[src/rtl/march_pkg.sv]
// Shared types for the March C- controller: FSM states, element count and
// the per-element descriptor returned by march_rom.
package march_pkg;

  localparam int NUM_ELEMS = 6;
  localparam int ELEM_W    = 3;
  localparam logic [ELEM_W-1:0] LAST_ELEM = ELEM_W'(NUM_ELEMS - 1);

  typedef enum logic [2:0] {
    ST_IDLE,
    ST_INIT,
    ST_READ,
    ST_CMP,
    ST_WRITE,
    ST_STEP,
    ST_DONE
  } state_e;

  typedef struct packed {
    logic dir_up;   // 1 = ascending addresses
    logic rd_en;
    logic rd_val;   // expected background (replicated over the data width)
    logic wr_en;
    logic wr_val;   // written background (replicated over the data width)
  } elem_desc_t;

endpackage

[src/rtl/march_rom.sv]
// March C- element table: element index -> direction and read/write operations.
module march_rom
  import march_pkg::*;
(
  input  logic [ELEM_W-1:0] elem_i,
  output elem_desc_t        desc_o
);

  always_comb begin
    desc_o = '0;
    unique case (elem_i)
      3'd0:    desc_o = '{dir_up: 1'b1, rd_en: 1'b0, rd_val: 1'b0, wr_en: 1'b1, wr_val: 1'b0};
      3'd1:    desc_o = '{dir_up: 1'b1, rd_en: 1'b1, rd_val: 1'b0, wr_en: 1'b1, wr_val: 1'b1};
      3'd2:    desc_o = '{dir_up: 1'b1, rd_en: 1'b1, rd_val: 1'b1, wr_en: 1'b1, wr_val: 1'b0};
      3'd3:    desc_o = '{dir_up: 1'b0, rd_en: 1'b1, rd_val: 1'b0, wr_en: 1'b1, wr_val: 1'b1};
      3'd4:    desc_o = '{dir_up: 1'b0, rd_en: 1'b1, rd_val: 1'b1, wr_en: 1'b1, wr_val: 1'b0};
      3'd5:    desc_o = '{dir_up: 1'b1, rd_en: 1'b1, rd_val: 1'b0, wr_en: 1'b0, wr_val: 1'b0};
      default: desc_o = '0;
    endcase
  end

endmodule

[src/rtl/march_controller.sv]
// March C- memory-test controller driving an external address generator.
// Define MARCH_STOP_ON_FAIL_EN to end the run at the first read mismatch.
module march_controller
  import march_pkg::*;
#(
  parameter int A_WIDTH = 4,
  parameter int D_WIDTH = 8
) (
  input  logic               clk,
  input  logic               reset,
  input  logic               start,
  output logic               addr_reset,
  output logic               addr_preset,
  output logic               addr_en,
  output logic               addr_up_down,
  input  logic [A_WIDTH-1:0] addr,
  input  logic               addr_carry,
  output logic               mem_re,
  output logic               mem_we,
  output logic [D_WIDTH-1:0] mem_wdata,
  input  logic [D_WIDTH-1:0] mem_rdata,
  output logic               busy,
  output logic               done,
  output logic               fail,
  output logic [A_WIDTH-1:0] fail_addr,
  output logic [2:0]         fail_elem
);

  state_e              state_q, state_d;
  logic [ELEM_W-1:0]   elem_q, elem_d;
  logic                last_q, last_d;
  logic                fail_q, fail_d;
  logic [A_WIDTH-1:0]  fail_addr_q, fail_addr_d;
  logic [2:0]          fail_elem_q, fail_elem_d;
  elem_desc_t          desc;
  logic                mismatch;
  logic                at_last;

  march_rom u_rom (
    .elem_i (elem_q),
    .desc_o (desc)
  );

  assign mismatch = (state_q == ST_CMP) && (mem_rdata != {D_WIDTH{desc.rd_val}});
  // A carry arriving in the STEP cycle itself still ends the element.
  assign at_last  = last_q | addr_carry;

  always_ff @(posedge clk or posedge reset) begin
    if (reset) begin
      state_q     <= ST_IDLE;
      elem_q      <= '0;
      last_q      <= 1'b0;
      fail_q      <= 1'b0;
      fail_addr_q <= '0;
      fail_elem_q <= '0;
    end else begin
      // NOTE: non-blocking assignments so every register samples pre-edge values.
      state_q     <= state_d;
      elem_q      <= elem_d;
      last_q      <= last_d;
      fail_q      <= fail_d;
      fail_addr_q <= fail_addr_d;
      fail_elem_q <= fail_elem_d;
    end
  end

  always_comb begin
    // NOTE: defaults first so no path leaves a variable unassigned (no latch).
    state_d     = state_q;
    elem_d      = elem_q;
    last_d      = last_q | addr_carry;
    fail_d      = fail_q;
    fail_addr_d = fail_addr_q;
    fail_elem_d = fail_elem_q;
    unique case (state_q)
      ST_IDLE, ST_DONE: begin
        if (start) begin
          state_d     = ST_INIT;
          elem_d      = '0;
          fail_d      = 1'b0;
          fail_addr_d = '0;
          fail_elem_d = '0;
        end
      end
      ST_INIT: begin
        last_d  = addr_carry;
        state_d = desc.rd_en ? ST_READ : ST_WRITE;
      end
      ST_READ: state_d = ST_CMP;
      ST_CMP: begin
        if (mismatch && !fail_q) begin
          fail_d      = 1'b1;
          fail_addr_d = addr;
          fail_elem_d = elem_q;
        end
        state_d = desc.wr_en ? ST_WRITE : ST_STEP;
`ifdef MARCH_STOP_ON_FAIL_EN
        if (mismatch) state_d = ST_DONE;
`endif
      end
      ST_WRITE: state_d = ST_STEP;
      ST_STEP: begin
        if (!at_last) begin
          state_d = desc.rd_en ? ST_READ : ST_WRITE;
        end else if (elem_q == LAST_ELEM) begin
          state_d = ST_DONE;
        end else begin
          elem_d  = elem_q + 1'b1;
          state_d = ST_INIT;
        end
      end
      default: state_d = ST_IDLE;
    endcase
  end

  always_comb begin
    addr_reset   = 1'b0;
    addr_preset  = 1'b0;
    addr_en      = 1'b0;
    addr_up_down = 1'b0;
    mem_re       = 1'b0;
    mem_we       = 1'b0;
    mem_wdata    = '0;
    busy         = 1'b0;
    done         = 1'b0;
    unique case (state_q)
      ST_INIT: begin
        busy        = 1'b1;
        addr_reset  = desc.dir_up;
        addr_preset = ~desc.dir_up;
      end
      ST_READ: begin
        busy   = 1'b1;
        mem_re = 1'b1;
      end
      ST_CMP: busy = 1'b1;
      ST_WRITE: begin
        busy      = 1'b1;
        mem_we    = 1'b1;
        mem_wdata = {D_WIDTH{desc.wr_val}};
      end
      ST_STEP: begin
        busy = 1'b1;
        if (!at_last) begin
          addr_en      = 1'b1;
          addr_up_down = desc.dir_up;
        end
      end
      ST_DONE: done = 1'b1;
      default: ;
    endcase
  end

  assign fail      = fail_q;
  assign fail_addr = fail_addr_q;
  assign fail_elem = fail_elem_q;

endmodule

[config.mk]
export PLATFORM = sky130hd
export DESIGN_NAME = march_controller
export DESIGN_NICKNAME = d
export VERILOG_FILES = /design/src/rtl/march_pkg.sv /design/src/rtl/march_rom.sv /design/src/rtl/march_controller.sv
export SDC_FILE = /design/constraint.sdc
export NUM_CORES = 1
export LEC_CHECK = 0
export BUFFER_PORTS_ARGS = -buffer_cell sky130_fd_sc_hd__buf_2
export CAP_MARGIN = 20
export CELL_PAD_IN_SITES_DETAIL_PLACEMENT = 0
export CELL_PAD_IN_SITES_GLOBAL_PLACEMENT = 2
export CORE_UTILIZATION = 25
export DETAILED_ROUTE_END_ITERATION = 8
export GPL_TIMING_DRIVEN = 0
export PLACE_DENSITY = 0.72
export SETUP_SLACK_MARGIN = 0.1
export SKIP_LAST_GASP = 1
export SYNTH_ARGS = -nofsm -noshare
export SYNTH_HDL_FRONTEND = slang
export SYNTH_SLANG_ARGS = --single-unit
[constraint.sdc]
create_clock -name clk -period 2 [get_ports clk]
set_input_delay 0.1 -clock clk [delete_from_list [all_inputs] [get_ports clk]]
set_output_delay 0.1 -clock clk [all_outputs]
set_load 0.005 [all_outputs]
Yosys cells after proc, flatten, opt, wreduce, memory -nomap -nowiden

Cells that the tools add are included.

$add $sub $neg: 1
$mul: 0
Div/mod/pow operators: 0
Magnitude comparators: 0
Equal/unequal tests: 16
Shift-type cells: 0
Multiplexer cells: 31
Bitwise logic cells: 2
Reduce and logical (&&, ||, !) cells: 11

Operators by type and width:

| kind                  | count |
|---|---|
| $pmux W5 S6           | 1 |
| $mux W3               | 8 |
| $pmux W3 S6           | 1 |
| $eq A3 B3 Y1 const B  | 5 |
| $mux W1               | 14 |
| $eq A3 B2 Y1 const B  | 4 |
| $pmux W3 S2           | 2 |
| $mux W4               | 2 |
| $mux W8               | 1 |
| $ne A8 B8 Y1          | 1 |
| $pmux W4 S2           | 1 |
| $eq A3 B1 Y1 const B  | 2 |
| $logic_not A3 Y1      | 2 |
| $ne A2 B2 Y1 const B  | 3 |
| $reduce_or A5 Y1      | 1 |
| $reduce_and A4 Y1     | 1 |
| $reduce_bool A2 Y1    | 2 |
| $add A3 B1 Y3 const B | 1 |
| $reduce_and A3 Y1     | 1 |
| $logic_and A1 B1 Y1   | 2 |
| $ne A2 B1 Y1 const B  | 1 |
| $pmux W1 S2           | 1 |
| $reduce_or A2 Y1      | 1 |
| $logic_not A1 Y1      | 1 |
| 2 further kinds       | 2 |

Flip-flop bits (word level): 15
Bits in latches: 0
RAM bits: 0
ROM bits: 0
Input bits: 16
Output and inout bits: 24
Logic and storage cells: 67
Memories: 0

Depth between registers and ports, before layout

Gate-level depths: netlist (run 1).

Depth after elaboration: 7
Mapped depth: 7
Depth with buffers taken out: 6

Cells and area by module

From an unflattened synthesis (run 1), not the netlist that was laid out.

Cell total of the unflattened synthesis: 112
Area total of the unflattened synthesis: 1039.7 sq um

Modules (own cells, without submodules):

| module           | times used | cells an instance | area an instance (sq um) | sequential area each (sq um) |
|---|---|---|---|---|
| march_controller | 1          | 105               | 993.5                    | 375.4 |
| march_rom        | 1          | 7                 | 46.3                     | 0.0 |

Worst setup path after synthesis (run 1)

Ideal clock, no wire load.

Path kind: register to register
From: reg elem_q[1]
To: reg fail_addr_q[0] (netlist: fail_addr[0])
Setup time: 0.121 ns
Arrival time: 1.877 ns
Data required time: 1.879 ns
Setup slack: 0.002 ns
Cell stages (with the launch flop): 8
Path buffers: 1
Clock period less this slack: 1.998 ns
Cell sequence: dfrtp_1 inv_1 ha_1 mux2i_1 o211a_1 or4_4 buf_6 a32o_2

Word-level cells in the longest chain between the ends: 7
Elaborated cells on any way between the ends: 12
Classes of those cells: eq/ne: 7; mux: 1; reduce/logical: 4

RTL lines:

| element                                | RTL line               | RTL |
|---|---|---|
| start, declared                        | march_controller.sv:30 | `logic [ELEM_W-1:0] elem_q, elem_d;` |
| start signal, assigned                 | march_controller.sv:59 | `elem_q <= elem_d;` |
| $eq A3 B3 Y1 (tied with other cells)   | march_rom.sv:11        | `unique case (elem_i)` |
| $pmux W5 S6 (*)                        | march_rom.sv:11        |  |
| $ne A8 B8 Y1 (*)                       | march_controller.sv:44 | `assign mismatch = (state_q == ST_CMP) && (mem_rdata != {D_WIDTH{desc.rd_val}});` |
| $logic_and A1 B1 Y1 (*)                | march_controller.sv:44 |  |
| $logic_and A1 B1 Y1 (*)                | march_controller.sv:91 | `if (mismatch && !fail_q) begin` |
| $ne A2 B1 Y1 (no source line) (*)      | n/a                    |  |
| $reduce_and A3 Y1 (no source line) (*) | n/a                    |  |
| end signal, assigned                   | march_controller.sv:62 | `fail_addr_q <= fail_addr_d;` |
| end, declared                          | march_controller.sv:33 | `logic [A_WIDTH-1:0] fail_addr_q, fail_addr_d;` |

Mark *: on every way between the ends. The rest lies on a longest branch, timed or not.
A chain may end at the register's enable or synchronous reset.

Worst setup path after layout (run 1)

From: reg elem_q[0]
To: reg fail_addr_q[3] (netlist: fail_addr[3])

Same word-level chain as after synthesis.

==> results of run 1 <==
## power groups by stage
stage	Clock, uW	Sequential (uW)	Combinational (uW)
floorplan	0	477	530
global placement	0	485	769
detailed placement	0	488	776
CTS	259	487	932
global route	274	512	1070
finish	259	494	965
## cell families after synthesis
| kind of cell | share of synthesized area (%) |
|---|---|
| adder cells (fa/ha/maj) | 9.41 |
| buffers and inverters | 8.82 |
| flip-flops | 35.3 |
| multiplexers | 4.00 |
| AND/OR/NAND/NOR | 21.4 |
| AO/OA/AOI/OAI | 21.1 |
## worst max-delay path, delay by kind of cell (launching register included)
kind / cells / cell delay (ns)
buffers and inverters: 2 / 0.25
AND/OR/NAND/NOR: 1 / 0.48
AO/OA/AOI/OAI: 2 / 0.49
multiplexers: 1 / 0.07
adder cells (fa/ha/maj): 1 / 0.15
flip-flops: 1 / 0.45
## worst paths after layout
path | startpoint | to | slack, ns
max | elem_q[0] | fail_addr[3] | -0.008
min | addr[0] | fail_addr[0] | 0.06
max reg2reg | elem_q[0] | fail_addr[3] | -0.008
min reg2reg | fail_elem[0] | fail_elem[0] | 0.52
max in group asynchronous | reset | elem_q[2] | 1.12
min in group asynchronous | reset | elem_q[1] | 0.45
## layer usage
metal	share of wire [%]	global-route usage (%)	wire (um)
met1	45	15.6	1320
met2	50	23.0	1440
met3	3.6	2.03	106
met4	1.6	5.59	46
met5	0	0	0
## cell type report
class,instances,area share (%)
Inverter,5,1.51
Buffer,11,5.00
Sequential cell,15,24.0
Tap cell,50,3.97
Multi-Input combinational cell,80,42.5
Clock buffer,4,2.85
Timing Repair Buffer,55,20.1
## timing repair
item / 4_1_cts / 5_1_grt
hold buffers: 1 / 0
setup buffers: 13 / 2
hold endpoints to repair: 15 / 0
gates resized for setup: 19 / 4
pin swaps: 3 / 2
endpoints found under the setup margin: 20 / 18
## flip-flops by register name, indices dropped and copies added, names as in the netlist
register,flops
elem_q,3
fail,1
fail_addr,4
fail_elem,3
last_q,1
state_q,3
## stage by stage
step	utilization, %	instances	setup WS [ns]	cell area (um2)	total power [uW]
after CTS	38.3	218	-0.00578	1540	1680
after global placement	33.1	200	-0.142	1330	1250
after global routing	39.2	220	-0.0624	1580	1860
final	39.2	220	-0.00842	1580	1720
after detailed placement	33.1	200	-0.164	1330	1260
after floorplan	-	111	0.0341	1080	1010
## cells in the mapped netlist, drive strengths merged, types with 3 or more instances
master	n
clkbuf	3
nand2	4
a32o	7
nor2b	5
a21oi	4
dfrtp	15
inv	5
o21ai	9
nor2	6
nor3	4
nor4	6
buf	8
ha	8
## cells in the final DEF, fill, tap and decap left out, types with 3 or more instances in the layout
master	n
nor2_1	5
buf_2	40
nor2b_1	4
nand2_1	4
a21oi_1	3
clkbuf_8	3
o21ai_0	7
dfrtp_2	3
inv_1	3
nor4_1	4
nor3_1	4
buf_4	22
a32o_2	6
ha_1	4
dfrtp_1	12
==> flow_summary.toml, run 1 <==
[run_status]
outcome = "finished, violations left"
violations = "setup timing"

[power_and_ir_drop]
p_seq_share_pct = 28.7
leakage_uw = 0.000822
p_int_uw = 1030
power_frac_clock_pct = 15.1
comb_power_share_pct = 56.2
ir_drop_mv = 0.372
p_per_area_nw_per_um2 = 1090
swShare_pct = 40.2
switchingPower_uw = 690

[timing]
hold_viol = 0
slew_viol_final = 0
final.period_utilization_pct = 100
worst_pin_slew_ns = 0.622
hold_slack_ns = 0.0625
finalSetupTns_ns = -0.0410
fin_ws_ns = -0.00842
fmax_ghz = 0.498
finalSetupViolCount = 7
rsz0062_at_grt = "yes"
finClkSkew_ns = 0.00764
post-route-min-period_ns = 2.01
max_slew_margin_pct = 58.3

[setup_path]
crit_arrival_ns = 2.15
worstSetupStartpointType = "register"
end_kind = "register"
cp_slowest_cell = "or4_4"
max_stage_delay_ns = 0.48
path_class = "reg2reg"
worstPathCellList = "inv_4 -> ha_4 -> mux2i_4 -> o211a_1 -> or4_4 -> buf_6 -> a32o_2"
worstPathRequired_ns = 2.14
worst-r2r-cell-count = 7
worstPathMaxFanout = 7

[grt]
overflow = 0
antenna_found_initial = 0
grt_max_degree = 16
first_global_vias = 1007
gr-usage-all-layers_pct = 13.1
grt_pass1_wl_um = 4430

[floorplan]
start_util_pct = 26.4
top_level_ports = 40
chipHeight_um = 67.2
coreArea_um2 = 4030
die_w_um = 67.2
die_area_um2 = 4520
num_rows = 23

[logic_synthesis]
ys_ff_latch = 15
ys_top_cells_by_area = "dfrtp_1 (35%), ha_1 (9.4%), a32o_2 (6.4%), buf_4 (4.9%), o21ai_0 (3.8%)"
synth.avg_cell_area_um2 = 9.58
ys_seq_area_share_pct = 35.3
yosysTopAreaCell = "dfrtp_1"
synth_top_area_share_pct = 35.3
ys_warn_count = 0
yosysUniqueCellTypes = 38
synth_edf_count = 0
ys_async_sr_fraction_pct = 100
netlist_area_um2 = 1060
ys.flop_type = "dfrtp_1"
synth_cells = 111
synth_fp_nets = 135

[route]
viasPerCell = 4.87
drt-initial-drc-count = 19
drc = 0
via_count = 1071
drtAntennaViolNets = 0
totalWireLength_um = 2920
wl_per_cell_um = 13.3
dr.pass1.iters = 4

[final_layout]
synthToLayoutAreaGrowth_pct = 48.4
layout.nets = 195
antennaDiodeCount = 0
multiInputGateArea_um2 = 671
seq_area_um2 = 379
num-fill-cells = 432
drive_gt1_share_pct = 55.9

[cts]
cts_buffers = 3
clk_pin_slew_ns = 0.07
cts_tree = "done"
cts.sinks = 15
insertion_delay_ns = 0.26
htreeDepth = 1
cts-root-buf = "clkbuf_8"
clockBufferDepth = 2

[place]
gp_congestion = 0.737
hpwl_um = 2050
io_buffers = 39

[run]
max_cap_viol_count = 0

[hold_path]
hold_class = "in2reg"
hold_depth = 2
Power figures use the tool's default switching activity.
==> inputs of run 2 (changes only) <==
--- a/config.mk
+++ b/config.mk
@@ -12,6 +12,7 @@
 export CORE_UTILIZATION = 25
 export DETAILED_ROUTE_END_ITERATION = 8
 export GPL_TIMING_DRIVEN = 0
+export HOLD_SLACK_MARGIN = 0.1
 export PLACE_DENSITY = 0.72
 export SETUP_SLACK_MARGIN = 0.1
 export SKIP_LAST_GASP = 1
==> run 2 against run 1 <==
  * The run still ends with setup timing left
  * Clock power about the same
  * Via count is 0.84% higher
  * Sequential cell count is the same
  * Non-clock buffer count up 4
  * Worst setup slack better by 0.0018 ns
  * Combinational power increased by 0.7%
  * Hold slack improved by 0.038 ns
  * Critical path type unchanged
  * Largest cell class unchanged
==> flow_summary.toml, run 2 (synthesis results as in run 1) <==
[run_status]
outcome = "finished, violations left"
violations = "setup timing"

[timing]
post-route-min-period_ns = 2.01
rsz0062_at_grt = "yes"
hold_slack_ns = 0.101
worst_pin_slew_ns = 0.613
finalSetupTns_ns = -0.0266
final.period_utilization_pct = 100
hold_viol = 0
finClkSkew_ns = 0.00767
fin_ws_ns = -0.00662
finalSetupViolCount = 6
max_slew_margin_pct = 58.9
slew_viol_final = 0
fmax_ghz = 0.498

[route]
viasPerCell = 4.82
via_count = 1080
drc = 0
totalWireLength_um = 2930
drt-initial-drc-count = 23
wl_per_cell_um = 13.1
dr.pass1.iters = 4
drtAntennaViolNets = 0

[grt]
overflow = 0
grt_pass1_wl_um = 4530
grt_max_degree = 16
antenna_found_initial = 0
gr-usage-all-layers_pct = 13.4
first_global_vias = 1022

[final_layout]
layout.nets = 199
drive_gt1_share_pct = 55.2
largest_register_ffs = 4
synthToLayoutAreaGrowth_pct = 52.1
antennaDiodeCount = 0
mostFrequentLayoutCells = "buf_2 (39), buf_4 (22), dfrtp_1 (12)"
final_common_cell = "buf_2"

[setup_path]
worstPathRequired_ns = 2.14
worst-r2r-cell-count = 7
worstPathMaxFanout = 7
crit_arrival_ns = 2.15
end_kind = "register"
path_class = "reg2reg"
worstSetupStartpointType = "register"

[floorplan]
chipHeight_um = 67.2
die_w_um = 67.2
num_rows = 23
top_level_ports = 40
coreArea_um2 = 4030
die_area_um2 = 4520
start_util_pct = 26.4

[cts]
cts_tree = "done"
htreeDepth = 1
insertion_delay_ns = 0.26
cts-root-buf = "clkbuf_8"
cts_buffers = 3
clockBufferDepth = 2
clk_pin_slew_ns = 0.07
cts.sinks = 15

[power_and_ir_drop]
ir_drop_mv = 0.370
leakage_uw = 0.000838
power_uw = 1720
p_per_area_nw_per_um2 = 1070

[run]
max_cap_viol_count = 0

[place]
hpwl_um = 2050
io_buffers = 39
pre_cts_ws_ns = -0.164
gp_congestion = 0.737

[hold_path]
hold_class = "in2reg"
hold_depth = 2
run 2: changes by cell type in the layout (fill, tap and decap cells not counted):
cell | previous run | this run
dlygate4sd3_1 | 1 | 5
buf_2 | 40 | 39
clkbuf_2 | 2 | 3
inv_1 | 3 | 2
inv_2 | 0 | 1
run 2: final cells by class:
cell class,count,area [um2]
clock buffer,4,45.0
sequential,15,379
buffer,11,78.8
fill,427,2410
inverter,5,23.8
tap,50,62.6
timing repair buffer,59,358
multi-input combinational,80,671
run 2: worst max-delay path, stage by stage, from the launching register on:
cell and delay [ns]:
dfrtp_2 0.45, inv_4 0.10, ha_4 0.15, mux2i_4 0.07, o211a_1 0.24, or4_4 0.48, buf_6 0.15, a32o_2 0.25
run 2: metrics by stage:
stage	instance area (um2)	util, %	cells
final	1620	40.2	224
after floorplan	1080	-	111
after global placement	1330	33.1	200
after global routing	1620	40.2	224
after detailed placement	1330	33.1	200
after CTS	1580	39.3	222
run 2: layer usage:
metal	wire (um)	vias to the layer above	track usage (%)
met5	0	-	0
met4	44	0	5.59
met3	109	5	2.03
met2	1450	21	23.5
met1	1320	514	16.0
li1	-	540	-
run 2: final timing paths:
| kind | startpoint | to | slack, ns |
|---|---|---|---|
| min | addr_carry | last_q | 0.10 |
| max reg2reg | elem_q[0] | fail_addr[3] | -0.007 |
| max | elem_q[0] | fail_addr[3] | -0.007 |
| min reg2reg | fail_elem[0] | fail_elem[0] | 0.52 |
| max in group asynchronous | reset | elem_q[2] | 1.12 |
| min in group asynchronous | reset | elem_q[1] | 0.45 |
run 2: what timing repair did:
action / in CTS / in global routing
gates resized for setup: 19 / 4
hold buffers: 5 / 0
setup buffers: 13 / 2
gates cloned: 0 / 0
endpoints found under the hold margin: 19 / 0
setup endpoints to repair: 20 / 18
pin swaps: 3 / 1
run 2: power by group:
part / switching (uW) / internal (uW) / leakage [uW]
clock: 117 / 142 / 0.0000228
sequential: 98.5 / 395 / 0.000192
combinational: 476 / 496 / 0.000623
total: 692 / 1030 / 0.000838
